`config.mk`:
```
export PLATFORM = sky130hd
export DESIGN_NAME = load_store_unit
export DESIGN_NICKNAME = d
export VERILOG_FILES = /design/src/rtl/load_store_unit.sv
export SDC_FILE = /design/constraint.sdc
export NUM_CORES = 1
export LEC_CHECK = 0
export CAP_MARGIN = 25
export CORE_ASPECT_RATIO = 1.2
export CORE_MARGIN = 2
export CORE_UTILIZATION = 40
export CTS_CLUSTER_DIAMETER = 200
export DETAILED_ROUTE_END_ITERATION = 10
export GPL_ROUTABILITY_DRIVEN = 0
export PLACE_DENSITY = 0.81
export SLEW_MARGIN = 20
export SYNTH_ARGS = -nofsm -noshare
export SYNTH_HDL_FRONTEND = slang
export SYNTH_SLANG_ARGS = --single-unit
export TNS_END_PERCENT = 30
```
`constraint.sdc`:
```
create_clock -name clock -period 1.5 [get_ports clock]
set_input_delay 0.15 -clock clock [delete_from_list [all_inputs] [get_ports clock]]
set_output_delay 0.15 -clock clock [all_outputs]
set_load 0.02 [all_outputs]
```
`src/rtl/load_store_unit.sv`:
```
// Load/store unit: turns datapath load/store requests into single word-aligned bus transactions with lane steering and extension.
// Latency: request in cycle N, bus_valid from N+1, result and stall release the cycle after bus_ready; minimum stall 2 cycles.
// Backpressure: stalls the datapath while waiting for bus_ready; gives up after TIMEOUT_CYCLES request cycles and flags bus_error.
module load_store_unit #(
    parameter int TIMEOUT_CYCLES = 255
) (
    input  logic        clock,
    input  logic        reset,
    input  logic        read_enable,
    input  logic        write_enable,
    input  logic [31:0] address,
    input  logic [31:0] write_data,
    input  logic [2:0]  format,
    output logic [31:0] data_fetched,
    output logic        stall,
    output logic        misaligned,
    output logic        bus_error,
    output logic        bus_valid,
    input  logic        bus_ready,
    output logic        bus_write,
    output logic [31:0] bus_address,
    output logic [3:0]  bus_byte_enable,
    output logic [31:0] bus_write_data,
    input  logic [31:0] bus_read_data
);
    localparam int CW = $clog2(TIMEOUT_CYCLES + 1);

    typedef enum logic [1:0] {IDLE, REQUEST, DONE} state_t;

    state_t        state;
    logic [CW-1:0] count;
    logic [31:0]   rdata;
    logic [2:0]    req_fmt;
    logic [1:0]    req_lo;

    logic          access;
    logic          is_byte;
    logic          is_half;
    logic          mis_c;
    logic          accept;
    logic [3:0]    be_c;
    logic [31:0]   wd_c;
    logic [7:0]    lane_b;
    logic [15:0]   lane_h;

    // Formats 011/110/111 fall into the word case because only format[1:0] selects the size.
    assign access  = read_enable | write_enable;
    assign is_byte = (format[1:0] == 2'b00);
    assign is_half = (format[1:0] == 2'b01);
    assign mis_c   = (is_half & address[0]) | (format[1] & (address[1:0] != 2'b00));
    assign accept  = (state == IDLE) & access & ~mis_c;

    assign stall      = accept | (state == REQUEST);
    assign misaligned = (state == IDLE) & access & mis_c;

    always_comb begin
        be_c = 4'b1111;
        wd_c = write_data;
        if (is_byte) begin
            be_c = 4'b0001 << address[1:0];
            wd_c = {4{write_data[7:0]}};
        end else if (is_half) begin
            be_c = 4'b0011 << {address[1], 1'b0};
            wd_c = {2{write_data[15:0]}};
        end
    end

    always_ff @(posedge clock or negedge reset) begin
        if (!reset) begin
            state           <= IDLE;
            count           <= '0;
            rdata           <= '0;
            req_fmt         <= '0;
            req_lo          <= '0;
            bus_valid       <= 1'b0;
            bus_write       <= 1'b0;
            bus_address     <= '0;
            bus_byte_enable <= '0;
            bus_write_data  <= '0;
            bus_error       <= 1'b0;
        end else begin
            bus_error <= 1'b0;
            case (state)
                IDLE: begin
                    if (accept) begin
                        state           <= REQUEST;
                        count           <= '0;
                        bus_valid       <= 1'b1;
                        bus_write       <= write_enable;
                        bus_address     <= {address[31:2], 2'b00};
                        bus_byte_enable <= be_c;
                        bus_write_data  <= wd_c;
                        req_fmt         <= format;
                        req_lo          <= address[1:0];
                    end
                end
                REQUEST: begin
                    if (bus_ready) begin
                        state     <= DONE;
                        bus_valid <= 1'b0;
                        if (!bus_write) rdata <= bus_read_data;
                    end else if (count == CW'(TIMEOUT_CYCLES - 1)) begin
                        // Abandon the access; the DONE cycle reports the error instead of data.
                        state     <= DONE;
                        bus_valid <= 1'b0;
                        bus_error <= 1'b1;
                    end else begin
                        count <= count + 1'b1;
                    end
                end
                default: state <= IDLE;
            endcase
        end
    end

    always_comb begin
        case (req_lo)
            2'd0:    lane_b = rdata[7:0];
            2'd1:    lane_b = rdata[15:8];
            2'd2:    lane_b = rdata[23:16];
            default: lane_b = rdata[31:24];
        endcase
        lane_h = req_lo[1] ? rdata[31:16] : rdata[15:0];
        data_fetched = '0;
        if ((state == DONE) && !bus_error) begin
            case (req_fmt[1:0])
                2'b00:   data_fetched = {{24{~req_fmt[2] & lane_b[7]}}, lane_b};
                2'b01:   data_fetched = {{16{~req_fmt[2] & lane_h[15]}}, lane_h};
                default: data_fetched = rdata;
            endcase
        end
    end
endmodule

```
## Yosys cells after proc, flatten, opt, wreduce, memory -nomap -nowiden

Index checks and enable logic that the tools add are counted.

| cells by class | value |
|---|---|
| eq/ne operators | 11 |
| bitwise operators | 13 |
| reductions and logical operators | 13 |
| muxes and demuxes | 23 |
| $add $sub $neg | 1 |
| shift operators | 2 |

Operators with widths:

| kind | number |
|---|---|
| $mux W32 | 3 |
| $pmux W32 S2 | 1 |
| $mux W8 | 3 |
| $pmux W8 S3 | 1 |
| $mux W16 | 1 |
| $pmux W8 S2 | 1 |
| $add A8 B1 Y8 const B | 1 |
| $eq A2 B1 Y1 const B | 4 |
| $eq A8 B8 Y1 const B | 1 |
| $logic_not A2 Y1 | 4 |
| $mux W4 | 2 |
| $and A1 B1 Y1 | 7 |
| $mux W1 | 6 |
| $mux W2 | 3 |
| $ne A2 B2 Y1 const B | 3 |
| $reduce_and A3 Y1 | 2 |
| $eq A2 B2 Y1 const B | 2 |
| $pmux W2 S2 | 1 |
| $reduce_and A2 Y1 | 2 |
| $reduce_and A4 Y1 | 1 |
| $reduce_bool A2 Y1 | 2 |
| $shl A1 B2 Y4 const A | 1 |
| $shl A2 B2 Y4 const A | 1 |
| $ne A3 B2 Y1 const B | 1 |
| other kinds (5) | 9 |

| word-level totals | value |
|---|---|
| output and inout port bits | 105 |
| input port bits | 104 |
| register bits | 116 |

## Depth between registers and ports, before layout

| logic depth | value |
|---|---|
| depth in word-level cells | 7 |
| mapped depth | 8 |
| mapped depth without buffers | 6 |

## Worst setup path before layout

OpenSTA, ideal clock, no wires.

| timing | value |
|---|---|
| kind | reg2out |
| start | register bus_error |
| end | output port data_fetched[12] |
| buffers on the path | 2 |
| stages on the path, launching flop included | 5 |
| data required time | 1.350 ns |
| slack | -0.360 ns |
| arrival | 1.710 ns |
| cells stage by stage | dfrtp_1 > or3b_1 > clkbuf_1 > clkbuf_1 > a221oi_1 |

| between the ends | value |
|---|---|
| word-level cells in the longest chain between the ends | 3 |

Ends and longest elaborated chain:

| element | line | source |
|---|---|---|
| start, declared | 17 | `output logic bus_error,` |
| start signal, assigned | 80 | `bus_error <= 1'b0;` |
| start signal, assigned | 82 | `bus_error <= 1'b0;` |
| start signal, assigned | 106 | `bus_error <= 1'b1;` |
| $logic_not A1 Y1 | 125 | `if ((state == DONE) && !bus_error) begin` |
| $logic_and A1 B1 Y1 | 125 |  |
| $mux W32 | 125 |  |
| end, declared | 14 | `output logic [31:0] data_fetched,` |

No other way between the ends.

## Final worst setup path

| timing | value |
|---|---|
| start | register req_lo[1] |
| end | output port data_fetched[10] |

| between the ends | value |
|---|---|
| word-level cells in the longest chain between the ends | 5 |

Ends and longest elaborated chain:

| element | line | source |
|---|---|---|
| start, declared | 34 | `logic [1:0] req_lo;` |
| start signal, assigned | 94 | `req_lo <= address[1:0];` |
| $eq A2 B2 Y1, or another cell as far along | 117 | `case (req_lo)` |
| $pmux W8 S3 | 117 |  |
| $and A1 B1 Y1 | 127 | `2'b00: data_fetched = {{24{~req_fmt[2] & lane_b[7]}}, lane_b};` |
| $pmux W32 S2 * | 126 | `case (req_fmt[1:0])` |
| $mux W32 * | 125 |  |

Mark *: on every way between the ends. The rest lies on a longest branch, timed or not.

==> out/qor.yml <==
yosys:
  avgSynthCellArea_um2: 11.2
  synth_cells: 501
  synth-edff-count: 0
  syn_area_um2: 5620
  yosys.area.top_type: "dfrtp_1"
  synth_seq_area_share_pct: 51.6
  postSynth.asyncResetShare_pct: 100
  synthFlopType: "dfrtp_1"
  synth.most_common_cell: "dfrtp_1"
  synth.distinct_cells: 51
  ys_warn_count: 0
  synth_top_area_share_pct: 51.6
  ys_ff_latch: 116
  synth.area.top_cells: "dfrtp_1 52%, mux2_2 15%, mux2i_1 4.4%"
  synth_common_cells: "116 x dfrtp_1, 74 x mux2_2, 40 x nand2_1"
grt:
  grt_pass1_wl_um: 29300
  grt_usage_pct: 25.0
  grt_pass1_vias: 5444
  antenna_found_initial: 0
  grt_max_degree: 48
  gr-total-overflow: 0
critical_path:
  crit_top_cell: "buf_6"
  critical-path-top-delay-family: "multiplexers"
  cp.arrival_ns: 2.06
  worstSetupEndpointType: "output port"
  timing.critical_path.buf_inv: 3
  path_cells: "buf_6, mux4_2, a21oi_4, buf_6, a221oi_2, buf_4"
  cp_max_fo: 6
  cp_slowest_cell: "mux4_2"
  crit_path_max_incr_delay_ns: 0.51
  crit_path_start_kind: "register"
  crit_type: "reg -> out"
  crit_required_ns: 1.35
sta:
  worst_hold_slack_ns: 0.220
  tns_ns: -36.48
  rsz0062_at_grt: "yes"
  maxSlewHeadroom_pct: 56.6
  worst_pin_slew_ns: 0.651
  setup_ws_ns: -0.712
  finalSetupViolations: 127
  finalCriticalPeriod_ns: 2.21
  slew_violations: 0
  fmax_mhz: 452
  min_period_over_period_pct: 147
  skew_ns: 0.00662
  finalHoldViolCount: 0
die:
  rows: 47
  dieWidth_um: 112
  core_area_um2: 13800
  pin_count: 209
  dieArea_um2: 15000
  die_h_um: 134
  initial_core_util_pct: 40.9
route:
  routed_wl_um: 19000
  drt_pre_antenna_iters: 5
  via_count: 5131
  wl_per_cell_um: 19.9
  via_per_inst: 5.38
  post-route-drc-count: 0
  drt_iter0_markers: 276
  ant_nets: 0
pwr:
  swShare_pct: 36.8
  power_density_nw_per_um2: 1880
  irDropWorstVdd_uv: 1070
  switchingPower_mw: 6.61
  cellInternalPower_mw: 11.3
  power.leakage_nw: 4.30
  power_frac_comb_pct: 47.5
  p_clk_share_pct: 22.8
  p_seq_share_pct: 29.7
outcome:
  status: "finished, violations left"
  failed_checks: "setup timing"
layout:
  drive_gt1_share_pct: 35.4
  nets: 875
  areaGrowthSynthToFinish_pct: 69.8
  antennaDiodeCount: 0
clock_network:
  h-tree-depth: 4
  cts-root-buf: "clkbuf_16"
  clk_latency_ns: 0.42
  cts.path.max_buffers: 2
  path_clk_slew_ns: 0.05
  clkSinkCount: 116
  cts_buffers: 17
  cts_tree: "built"
flow_run:
  cap_violations: 0
hold_path:
  hold_path_class: "in -> async"
place:
  dpl.hpwl_um: 12500
  io_buffers: 206
[state kept, by name, summed over array words and instances, names as in the netlist]
name	count
bus_error	1
state	2
req_lo	2
bus_write_data	32
bus_valid	1
rdata	32
count	8
bus_address	30
bus_byte_enable	4
bus_write	1
req_fmt	3
[metal layers]
layer  track usage, %  vias up  routed length, µm
met5                0        -                  0
met4             12.3        0                620
met3             6.55       46               1230
met2             43.2      227              10100
met1             28.8     2547               7060
li1                 -     2311                  -
[path summary, 6_finish.rpt]
kind	slack, ns	depth (start not counted)	endpoint	from
worst max-delay path	-0.71	6	data_fetched[10]	req_lo[1]$_DFFE_PN0P_
worst min-delay path	0.22	2	count[7]$_DFFE_PN0P_	reset
worst max register to register	-0.28	7	bus_write_data[31]$_DFFE_PN0P_	state[1]$_DFFE_PN0P_
worst min register to register	0.50	1	bus_write_data[0]$_DFFE_PN0P_	bus_write_data[0]$_DFFE_PN0P_
max in group asynchronous	0.69	3	bus_address[11]$_DFFE_PN0P_	reset
min in group clock	0.27	3	rdata[17]$_DFFE_PN0P_	bus_read_data[17]
[timing repair]
item | CTS | global route
hold endpoints to repair | 27 | 0
buffers inserted | 10 | 5
pin swaps | 15 | 11
hold buffers | 1 | 0
cloned | 6 | 2
resized for setup | 309 | 55
setup endpoints to repair | 214 | 148
[cells in the final DEF, fill, tap and decap left out, types with 3 or more instances in the layout]
| cell type | count |
|---|---|
| nor2_2 | 6 |
| o21ai_0 | 24 |
| dlygate4sd2_1 | 69 |
| a211oi_2 | 8 |
| clkinvlp_4 | 3 |
| xor2_1 | 4 |
| buf_4 | 72 |
| a21oi_1 | 16 |
| nor2_1 | 33 |
| nor3_2 | 6 |
| buf_12 | 13 |
| bufinv_16 | 3 |
| buf_16 | 5 |
| o221a_2 | 8 |
| nand2_1 | 40 |
| mux2i_1 | 25 |
| mux2_2 | 23 |
| clkbuf_16 | 19 |
| clkdlybuf4s50_1 | 102 |
| o21ai_1 | 7 |
| mux2_4 | 53 |
| inv_1 | 18 |
| buf_6 | 19 |
| clkbuf_1 | 4 |
| clkinv_2 | 3 |
| a221oi_4 | 3 |
| a31oi_1 | 9 |
| nand2b_1 | 3 |
| buf_2 | 3 |
| dfrtp_1 | 115 |
| nor2b_1 | 8 |
| a221oi_2 | 5 |
[final cells by class]
cell class / instances / area (µm²)
repair buffers: 287 / 2870
fillers: 980 / 4210
clock inverters: 9 / 128
clock buffers: 23 / 468
multi-input cells: 327 / 2890
flip-flops and latches: 116 / 2900
inverters: 20 / 75.1
well taps: 171 / 214
[metrics by stage]
stage / instances / util [%] / instance area (µm²) / total power [mW] / setup WS [ns]
floorplan: 502 / - / 5780 / 9.25 / -0.254
global placement: 900 / 61.0 / 8400 / 12.8 / -0.604
detailed placement: 900 / 61.0 / 8400 / 13.0 / -0.666
CTS: 949 / 67.9 / 9350 / 17.6 / -0.804
global route: 953 / 69.4 / 9550 / 18.8 / -0.766
finish: 953 / 69.4 / 9550 / 17.9 / -0.712
[power groups by stage]
stage	Sequential [mW]	Clock, mW	Combinational, mW
floorplan	6.02	0	3.23
global placement	5.23	0	7.54
detailed placement	5.29	0	7.73
CTS	5.27	4.14	8.18
global route	5.46	4.30	8.99
finish	5.33	4.08	8.53
[cells by family after synthesis]
logic type	synth area share [%]
xor+xnor	0.779
simple gates	9.43
compound gates	12.2
fa+ha+maj	0.445
flops	51.6
mux	20.3
other cells	0.0667
buf+inv	5.18
Note: power is estimated with default switching activity, not from simulation.
